## config.mk

```make
export PLATFORM = sky130hd
export DESIGN_NAME = updown_counter_param_flat
export DESIGN_NICKNAME = d
export VERILOG_FILES = /design/src/rtl/updown_counter_param_if.sv /design/src/rtl/updown_counter_param.sv /design/src/flat_wrapper.sv
export SDC_FILE = /design/constraint.sdc
export NUM_CORES = 1
export LEC_CHECK = 0
export ABC_AREA = 1
export BUFFER_PORTS_ARGS = -buffer_cell sky130_fd_sc_hd__buf_4
export CAP_MARGIN = 20
export CORE_ASPECT_RATIO = 1.2
export CORE_MARGIN = 2
export CORE_UTILIZATION = 57
export DETAILED_ROUTE_END_ITERATION = 6
export MAX_ROUTING_LAYER = met4
export PLACE_DENSITY = 0.8
export REMOVE_ABC_BUFFERS = 1
export SYNTH_ARGS = -nofsm -noshare
export SYNTH_HDL_FRONTEND = slang
export SYNTH_SLANG_ARGS = --single-unit
export TNS_END_PERCENT = 20
```

## constraint.sdc

```tcl
create_clock -name CLK -period 3.44 [get_ports CLK]
set_input_delay 0.516 -clock CLK [delete_from_list [all_inputs] [get_ports CLK]]
set_output_delay 0.516 -clock CLK [all_outputs]
set_load 0.02 [all_outputs]
```

## src/rtl/updown_counter_param_if.sv

```systemverilog
// Control/status bundle for updown_counter_param.
//   master : drives EN, LOAD, X, direction, value, mode, limit, ovf_clr;
//            observes out, tc, ovf
//   slave  : the counter side (inverse directions)
interface updown_counter_param_if #(
  parameter int unsigned WIDTH      = 16,
  parameter int unsigned STEP_WIDTH = 3
);
  logic                  EN;
  logic                  LOAD;
  logic [WIDTH-1:0]      X;
  logic                  direction;
  logic [STEP_WIDTH-1:0] value;
  logic [1:0]            mode;
  logic [WIDTH-1:0]      limit;
  logic                  ovf_clr;
  logic [WIDTH-1:0]      out;
  logic                  tc;
  logic                  ovf;

  modport master (
    output EN, LOAD, X, direction, value, mode, limit, ovf_clr,
    input  out, tc, ovf
  );

  modport slave (
    input  EN, LOAD, X, direction, value, mode, limit, ovf_clr,
    output out, tc, ovf
  );
endinterface

```

## src/rtl/updown_counter_param.sv

```systemverilog
// Parametrised load/clear up/down counter with programmable step and
// wrap / saturate / modulo-limit overflow handling.
//   CLK   : rising-edge clock
//   CLEAR : asynchronous active-low reset (out, tc, ovf -> 0)
//   bus   : slave side of updown_counter_param_if
//           EN, LOAD, X, direction, value, mode, limit, ovf_clr in;
//           out (count), tc (one-cycle event pulse), ovf (sticky event flag) out
// Requires WIDTH >= 2 and STEP_WIDTH <= WIDTH.
module updown_counter_param #(
  parameter int unsigned WIDTH      = 16,
  parameter int unsigned STEP_WIDTH = 3
) (
  input  logic                   CLK,
  input  logic                   CLEAR,
  updown_counter_param_if.slave  bus
);

  typedef enum logic [1:0] {
    MODE_WRAP = 2'b00,
    MODE_SAT  = 2'b01,
    MODE_MOD  = 2'b10,
    MODE_RSVD = 2'b11
  } mode_e;

  logic [WIDTH-1:0] out_q;
  logic             tc_q;
  logic             ovf_q;

  logic [WIDTH:0]   cur;
  logic [WIDTH:0]   step;
  logic [WIDTH:0]   lim;
  logic [WIDTH:0]   sum;
  logic [WIDTH:0]   diff;
  logic [WIDTH:0]   mod_up;
  logic [WIDTH:0]   mod_dn;
  logic [WIDTH-1:0] cnt_next;
  logic             evt;
  logic [WIDTH-1:0] load_val;
  mode_e            mode;

  assign mode   = mode_e'(bus.mode);
  assign cur    = {1'b0, out_q};
  assign step   = {{(WIDTH+1-STEP_WIDTH){1'b0}}, bus.value};
  assign lim    = {1'b0, bus.limit};
  assign sum    = cur + step;
  assign diff   = cur - step;
  // Modulo wrap in WIDTH+1 bits; both results fit in WIDTH bits whenever
  // they are selected (out <= limit and value <= limit at that point).
  assign mod_up = sum - lim - (WIDTH+1)'(1);
  assign mod_dn = cur + lim + (WIDTH+1)'(1) - step;

  assign load_val = (mode == MODE_MOD && bus.X > bus.limit) ? bus.limit : bus.X;

  always_comb begin
    cnt_next = out_q;
    evt      = 1'b0;
    if (step != '0) begin
      case (mode)
        MODE_SAT: begin
          if (bus.direction) begin
            if (sum[WIDTH]) begin
              cnt_next = '1;
              evt      = 1'b1;
            end else begin
              cnt_next = sum[WIDTH-1:0];
            end
          end else begin
            if (diff[WIDTH]) begin
              cnt_next = '0;
              evt      = 1'b1;
            end else begin
              cnt_next = diff[WIDTH-1:0];
            end
          end
        end
        MODE_MOD: begin
          // A step larger than the range is a misconfiguration: hold and flag.
          if (step > lim) begin
            evt = 1'b1;
          end else if (cur > lim) begin
            cnt_next = bus.direction ? '0 : bus.limit;
            evt      = 1'b1;
          end else if (bus.direction) begin
            if (sum > lim) begin
              cnt_next = mod_up[WIDTH-1:0];
              evt      = 1'b1;
            end else begin
              cnt_next = sum[WIDTH-1:0];
            end
          end else begin
            if (step > cur) begin
              cnt_next = mod_dn[WIDTH-1:0];
              evt      = 1'b1;
            end else begin
              cnt_next = diff[WIDTH-1:0];
            end
          end
        end
        default: begin
          if (bus.direction) begin
            cnt_next = sum[WIDTH-1:0];
            evt      = sum[WIDTH];
          end else begin
            cnt_next = diff[WIDTH-1:0];
            evt      = diff[WIDTH];
          end
        end
      endcase
    end
  end

  always_ff @(posedge CLK or negedge CLEAR) begin
    if (!CLEAR) begin
      out_q <= '0;
      tc_q  <= 1'b0;
      ovf_q <= 1'b0;
    end else if (bus.LOAD) begin
      out_q <= load_val;
      tc_q  <= 1'b0;
      ovf_q <= ovf_q & ~bus.ovf_clr;
    end else if (bus.EN) begin
      out_q <= cnt_next;
      tc_q  <= evt;
      ovf_q <= evt | (ovf_q & ~bus.ovf_clr);
    end else begin
      tc_q  <= 1'b0;
      ovf_q <= ovf_q & ~bus.ovf_clr;
    end
  end

  assign bus.out = out_q;
  assign bus.tc  = tc_q;
  assign bus.ovf = ovf_q;

endmodule

```

## src/flat_wrapper.sv

```systemverilog
// flat-port wrapper written by rule: the top's interface ports become plain ports
module updown_counter_param_flat 
#(
  parameter int unsigned WIDTH      = 16,
  parameter int unsigned STEP_WIDTH = 3
)
  (CLK, CLEAR, bus_EN, bus_LOAD, bus_X, bus_direction, bus_value, bus_mode, bus_limit, bus_ovf_clr, bus_out, bus_tc, bus_ovf);
  updown_counter_param_if #(.WIDTH(WIDTH), .STEP_WIDTH(STEP_WIDTH)) bus_i ();
  input  logic CLK;
  input  logic CLEAR;
  input wire logic [$bits(bus_i.EN)-1:0] bus_EN;
  input wire logic [$bits(bus_i.LOAD)-1:0] bus_LOAD;
  input wire logic [$bits(bus_i.X)-1:0] bus_X;
  input wire logic [$bits(bus_i.direction)-1:0] bus_direction;
  input wire logic [$bits(bus_i.value)-1:0] bus_value;
  input wire logic [$bits(bus_i.mode)-1:0] bus_mode;
  input wire logic [$bits(bus_i.limit)-1:0] bus_limit;
  input wire logic [$bits(bus_i.ovf_clr)-1:0] bus_ovf_clr;
  output wire logic [$bits(bus_i.out)-1:0] bus_out;
  output wire logic [$bits(bus_i.tc)-1:0] bus_tc;
  output wire logic [$bits(bus_i.ovf)-1:0] bus_ovf;
  assign bus_i.EN = bus_EN;
  assign bus_i.LOAD = bus_LOAD;
  assign bus_i.X = bus_X;
  assign bus_i.direction = bus_direction;
  assign bus_i.value = bus_value;
  assign bus_i.mode = bus_mode;
  assign bus_i.limit = bus_limit;
  assign bus_i.ovf_clr = bus_ovf_clr;
  assign bus_out = bus_i.out;
  assign bus_tc = bus_i.tc;
  assign bus_ovf = bus_i.ovf;
  updown_counter_param #(.WIDTH(WIDTH), .STEP_WIDTH(STEP_WIDTH)) u_core (.CLK(CLK), .CLEAR(CLEAR), .bus(bus_i));
endmodule
```

; ---- Word-level counts from Yosys, hierarchy flattened
; Cells that the tools add are included.
[totals]
input_bits = 43
ff_bits = 18
word_cells = 56
output_inout_bits = 18
[classes]
n_bitwise = 3
n_addsub = 7
reduce_logical = 5
eq_ne = 3
magnitude_cmp = 5
mux = 30
[op_table]
columns = cell, count
row1 = 16-bit 2-to-1 mux, 14
row2 = 16-bit greater-than comparator, 2
row3 = 3-bit by 16-bit greater-than comparator with 1-bit output, 2
row4 = 16-bit case mux with 2 select lines, 1
row5 = 16-bit by 3-bit adder with 17-bit output, 1
row6 = 17-bit by 16-bit greater-than comparator with 1-bit output, 1
row7 = 17-bit nonzero test, 1
row8 = 16-bit by 3-bit subtractor with 17-bit output, 1
row9 = 16-bit by 1-bit adder with 16-bit output (second input constant), 1
row10 = 16-bit adder, 1
row11 = 16-bit by 1-bit subtractor with 16-bit output (second input constant), 1
row12 = 16-bit subtractor, 1
row13 = 16-bit by 3-bit subtractor with 16-bit output, 1
row14 = 1-bit 2-to-1 mux, 14
row15 = 2-bit nonzero test, 2
row16 = 3-bit != test (second input constant), 1
row17 = 3-bit AND reduction, 1
row18 = 2-bit by 1-bit == test with 1-bit output (second input constant), 1
row19 = 2-bit == test (second input constant), 1
row20 = 1-bit case mux with 2 select lines, 1
row21 = 1-bit AND, 1
row22 = 1-bit logical AND, 1
row23 = 1-bit inverter, 1
row24 = 1-bit bitwise OR, 1

; ---- Depth between registers and ports, before layout
[depth]
word_depth = 11
mapped_depth = 31
depth_no_buf = 29

; ---- Worst setup path before layout
; Ideal clock, no wire load.
[synth_timing]
path_type = register to register
start = reg u_core.out_q[1] (netlist: u_core.bus.out[1])
end = reg u_core.out_q[10] (netlist: u_core.bus.out[10])
t_required_ns = 3.318
path_buffers = 1
period_less_slack_ns = 3.402
path_stages_with_launch = 24
arrival_time_ns = 3.280
setup_time_ns = 0.122
slack_ns = 0.038
path_cell_list = dfrtp_1 > ha_1 > nor2_1 > nand2_1 > nand2_1 > nand2_1 > nor2_2 > nand2_1 > xor2_1 > ha_1 > nand2_1 > inv_1 > nand2_1 > nor3_1 > nand2_2 > buf_2 > nand3_1 > nand3_1 > nand2_1 > nand2_1 > nand2_1 > nand2_1 > nand2_1 > a21oi_1
[synth_between]
elab_chain_len = 11
elab_cells_between_ends = 23
classes_between = 7 x add/sub / 3 x order compare / 13 x mux
[synth_lines]
columns = element, line
row1 = "start, declared", updown_counter_param.sv:25  ; logic [WIDTH-1:0] out_q;
row2 = "start signal, assigned", updown_counter_param.sv:118  ; out_q <= load_val;
row3 = "start signal, assigned", updown_counter_param.sv:122  ; out_q <= cnt_next;
row4 = 16-bit adder or 16-bit by 3-bit adder with 17-bit output (tied branches), "updown_counter_param.sv:50, updown_counter_param.sv:45"
row5 = 16-bit by 1-bit adder with 16-bit output or 16-bit subtractor (tied branches), "updown_counter_param.sv:50, updown_counter_param.sv:49"
row6 = 16-bit by 3-bit subtractor with 16-bit output or 16-bit by 1-bit subtractor with 16-bit output (tied branches), "updown_counter_param.sv:50, updown_counter_param.sv:49"
row7 = 16-bit 2-to-1 mux (on tied branches), "updown_counter_param.sv:91, updown_counter_param.sv:84"
row8 = 16-bit 2-to-1 mux, updown_counter_param.sv:83  ; end else if (bus.direction) begin
row9 = 16-bit 2-to-1 mux, updown_counter_param.sv:80  ; end else if (cur > lim) begin
row10 = 16-bit 2-to-1 mux, updown_counter_param.sv:78  ; if (step > lim) begin
row11 = 16-bit case mux with 2 select lines *, updown_counter_param.sv:58  ; case (mode)
row12 = 16-bit 2-to-1 mux *, updown_counter_param.sv:57  ; if (step != '0) begin
row13 = 16-bit 2-to-1 mux *, updown_counter_param.sv:121  ; end else if (bus.EN) begin
row14 = 16-bit 2-to-1 mux *, updown_counter_param.sv:117  ; end else if (bus.LOAD) begin
; Every way passes the cells marked *; elsewhere a longest branch is shown, timed or not. The select of a mux whose other input is x is not followed.
; A chain may end at the register's enable or synchronous reset.

; ---- Final worst setup path
[layout_timing]
start = reg u_core.out_q[2] (netlist: u_core.bus.out[2])
end = reg u_core.out_q[11] (netlist: u_core.bus.out[11])
; The elaborated chain is that of the path after synthesis.

==> impl_metrics.json <==
{
  "synth-main-ff-cell": "dfrtp_1",
  "worst_slack_ps": -56.32,
  "crit_required_ps": 3590,
  "reg2reg_from": "u_core.bus.out[2]",
  "synth-async-reset-ratio": 1.000,
  "period_share": 1.016,
  "r2r-end": "u_core.bus.out[11]",
  "ff2ff_setup_slack_ps": -60,
  "path_class": "flip-flop to flip-flop",
  "skew_ps": 4.827,
  "drc_errors": 1,
  "drt-total-wl_um": 25840,
  "rows": 42,
  "tightest_slew_ps": 685.7,
  "worst_r2r_path_depth": 24,
  "whs_ps": 128.9,
  "final_common_cell": "nand2_1",
  "clock_latency_ps": 260,
  "path_clk_slew_ps": 60,
  "final_nets": 1405,
  "grt_use_total": 0.4297,
  "drive_gt1_frac": 0.2314,
  "hold_buffers": 0,
  "end_kind": "flip-flop",
  "max_cap_violations": 0,
  "hpwl_um": 20430,
  "layout_common_cells": "nand2_1 (294), buf_4 (172), inv_1 (156)",
  "diodes": 0,
  "status": "complete, but fails checks",
  "grt_overflow_total": 0,
  "cts_tree": "built",
  "cts_inserted_buffers": 3,
  "drtIter0Drc": 905,
  "antenna_found_initial": 0,
  "fp.dieW_um": 99.94,
  "worstPathArrival_ps": 3650,
  "via_per_inst": 5.831,
  "htree_levels": 1,
  "cp-start-kind": "flip-flop",
  "cts_max_path_buffers": 2,
  "drt-wirelength-per-cell_um": 18.48,
  "root_buffer": "clkbuf_16",
  "grt_pass1_wl_um": 39330,
  "clock-sinks": 18,
  "grt_max_degree": 38,
  "num_vias": 8152,
  "peakVddDrop_mv": 0.2903,
  "gp_congestion": 1.023,
  "antenna_left": 0,
  "syn_area_um2": 6296,
  "cp-startpoint": "u_core.bus.out[2]",
  "setup_viol": 14,
  "synth_edf_count": 0,
  "dr.pass1.iters": 7,
  "seq_area_frac_synth": 0.07154,
  "grt_pass1_vias": 7533,
  "io_pins": 61,
  "final_max_slew_viol_count": 0,
  "die_h_um": 119.1,
  "power_density_nw_per_um2": 430.0,
  "violations": "DRC, setup timing",
  "hold_viol": 0,
  "synthCells": 1115,
  "synth_area_per_cell_um2": 5.647,
  "grt_setup_unrepaired": "yes",
  "fin_total_pwr_mw": 3.539,
  "ys_ff_latch": 18,
  "die_area_um2": 11910,
  "hold_class": "input port to async pin",
  "portBuffers": 60,
  "max_clock_freq_mhz": 286.0,
  "core_area_um2": 10880,
  "slew_headroom": 0.5423,
  "syn_to_final_growth_pct": 30.72,
  "initial_core_util": 0.5788,
  "ys.warnings.count": 0,
  "fin_crit_ps": 3496,
  "crit_fanout": 7,
  "synth_cell_types": 44,
  "power.static_leakage_nw": 4.563
}
layout make-up:
cell class                 count  area, um^2
sequential                    18       450.4
clock buffer                   4       88.84
inverter                     173       654.4
fill                         941        2648
tap                          132       165.2
multi-input combinational    890        5466
timing repair buffer         181        1405
cell families after synthesis:
| group | synth area share |
|---|---|
| DFF | 0.07154 |
| adders and majority gates | 0.1959 |
| buffers and inverters | 0.1306 |
| xor gates and xnor gates | 0.05406 |
| and+or+nand+nor | 0.3897 |
| AOI/OAI and AO/OA | 0.1582 |
critical path: stages, from the launching register on:
cell	delay [ps]
dfrtp_1	430
buf_6	150
ha_2	210
nand2_1	110
nand2_4	140
nand3_2	80
or2_4	270
nor2_4	100
xor2_2	190
ha_4	260
a21oi_4	160
nor2_1	80
nor3_2	190
nand2_1	90
inv_2	110
nand2_8	90
buf_8	150
nand3_2	70
nand3_1	90
nand2_1	130
nand2_1	60
nand2_1	60
nand2_1	50
nand2_1	50
a21oi_1	50
stage by stage:
stage	instance area [um^2]	instances	TNS, ps	utilization	setup WS, ps
CTS	7825	1389	0	0.7193	6.095
global placement	7547	1378	-5890	0.6938	-492.7
global route	8230	1398	-3197	0.7566	-204.6
detailed placement	7547	1378	-6844	0.6938	-517.3
floorplan	6123	1080	0	-	11.09
finish	8230	1398	-430.3	0.7566	-56.32
flip-flops by register name, indices dropped and copies added (netlist names):
register,cells
u_core.bus.out,16
u_core.bus.ovf,1
u_core.bus.tc,1
Yosys cell counts, types with 2 or more instances:
| cell type | number | share of area |
|---|---|---|
| o21a_1 | 3 | 0.0036 |
| nor2_2 | 5 | 0.0050 |
| o31ai_1 | 2 | 0.0024 |
| a21o_1 | 4 | 0.0048 |
| a31oi_1 | 4 | 0.0040 |
| buf_2 | 9 | 0.0072 |
| nand4_1 | 19 | 0.019 |
| buf_4 | 2 | 0.0024 |
| nand3_2 | 2 | 0.0032 |
| dfrtp_1 | 18 | 0.072 |
| clkinv_1 | 2 | 0.0012 |
| a21oi_2 | 3 | 0.0042 |
| fa_1 | 6 | 0.019 |
| nand2_4 | 2 | 0.0036 |
| ha_1 | 89 | 0.18 |
| o21bai_1 | 6 | 0.0072 |
| buf_6 | 3 | 0.0054 |
| xnor2_1 | 9 | 0.013 |
| xor2_1 | 28 | 0.039 |
| nor2_1 | 97 | 0.058 |
| inv_2 | 9 | 0.0054 |
| o21ai_1 | 12 | 0.0095 |
| nand2_1 | 310 | 0.18 |
| nor2_4 | 3 | 0.0054 |
| nor3_1 | 14 | 0.011 |
| a21oi_1 | 87 | 0.069 |
| or2_2 | 2 | 0.0020 |
| inv_1 | 162 | 0.097 |
| clkbuf_1 | 13 | 0.0078 |
| nand3_1 | 102 | 0.081 |
| nor3_2 | 2 | 0.0032 |
| nand2_2 | 8 | 0.0079 |
| buf_1 | 8 | 0.0048 |
| o21ai_0 | 60 | 0.048 |
what timing repair did:
item	4_1_cts	5_1_grt
setup endpoints to repair	18	18
gates cloned	1	0
pin swaps	10	39
gates resized for setup	24	76
setup buffers	6	9
power breakdown:
group | internal (mW) | total, mW | switching, mW | leakage [nW]
Sequential | 0.244 | 0.302 | 0.0573 | 0.215
Clock | 0.178 | 0.275 | 0.0972 | 0.0442
Combinational | 1.18 | 2.96 | 1.78 | 4.30
worst max path at each step:
| stage | end | slack (ps) | depth (start not counted) |
|---|---|---|---|
| after global routing | u_core.bus.out[6] | -200 | 24 |
| after floorplan | u_core.bus.out[0] | 10 | 23 |
| after detailed placement | u_core.bus.ovf | -520 | 21 |
| final | u_core.bus.out[11] | -60 | 24 |
| after CTS | u_core.bus.ovf | 6 | 20 |
| after global placement | u_core.bus.ovf | -490 | 21 |
per-layer routing:
metal	vias up	track usage	share of wire
met5	-	-	0
met2	443	0.6850	0.45
met1	3708	0.5705	0.41
met4	0	0.1361	0.045
met3	105	0.04812	0.096
li1	3896	-	-
Power figures use the tool's default switching activity.
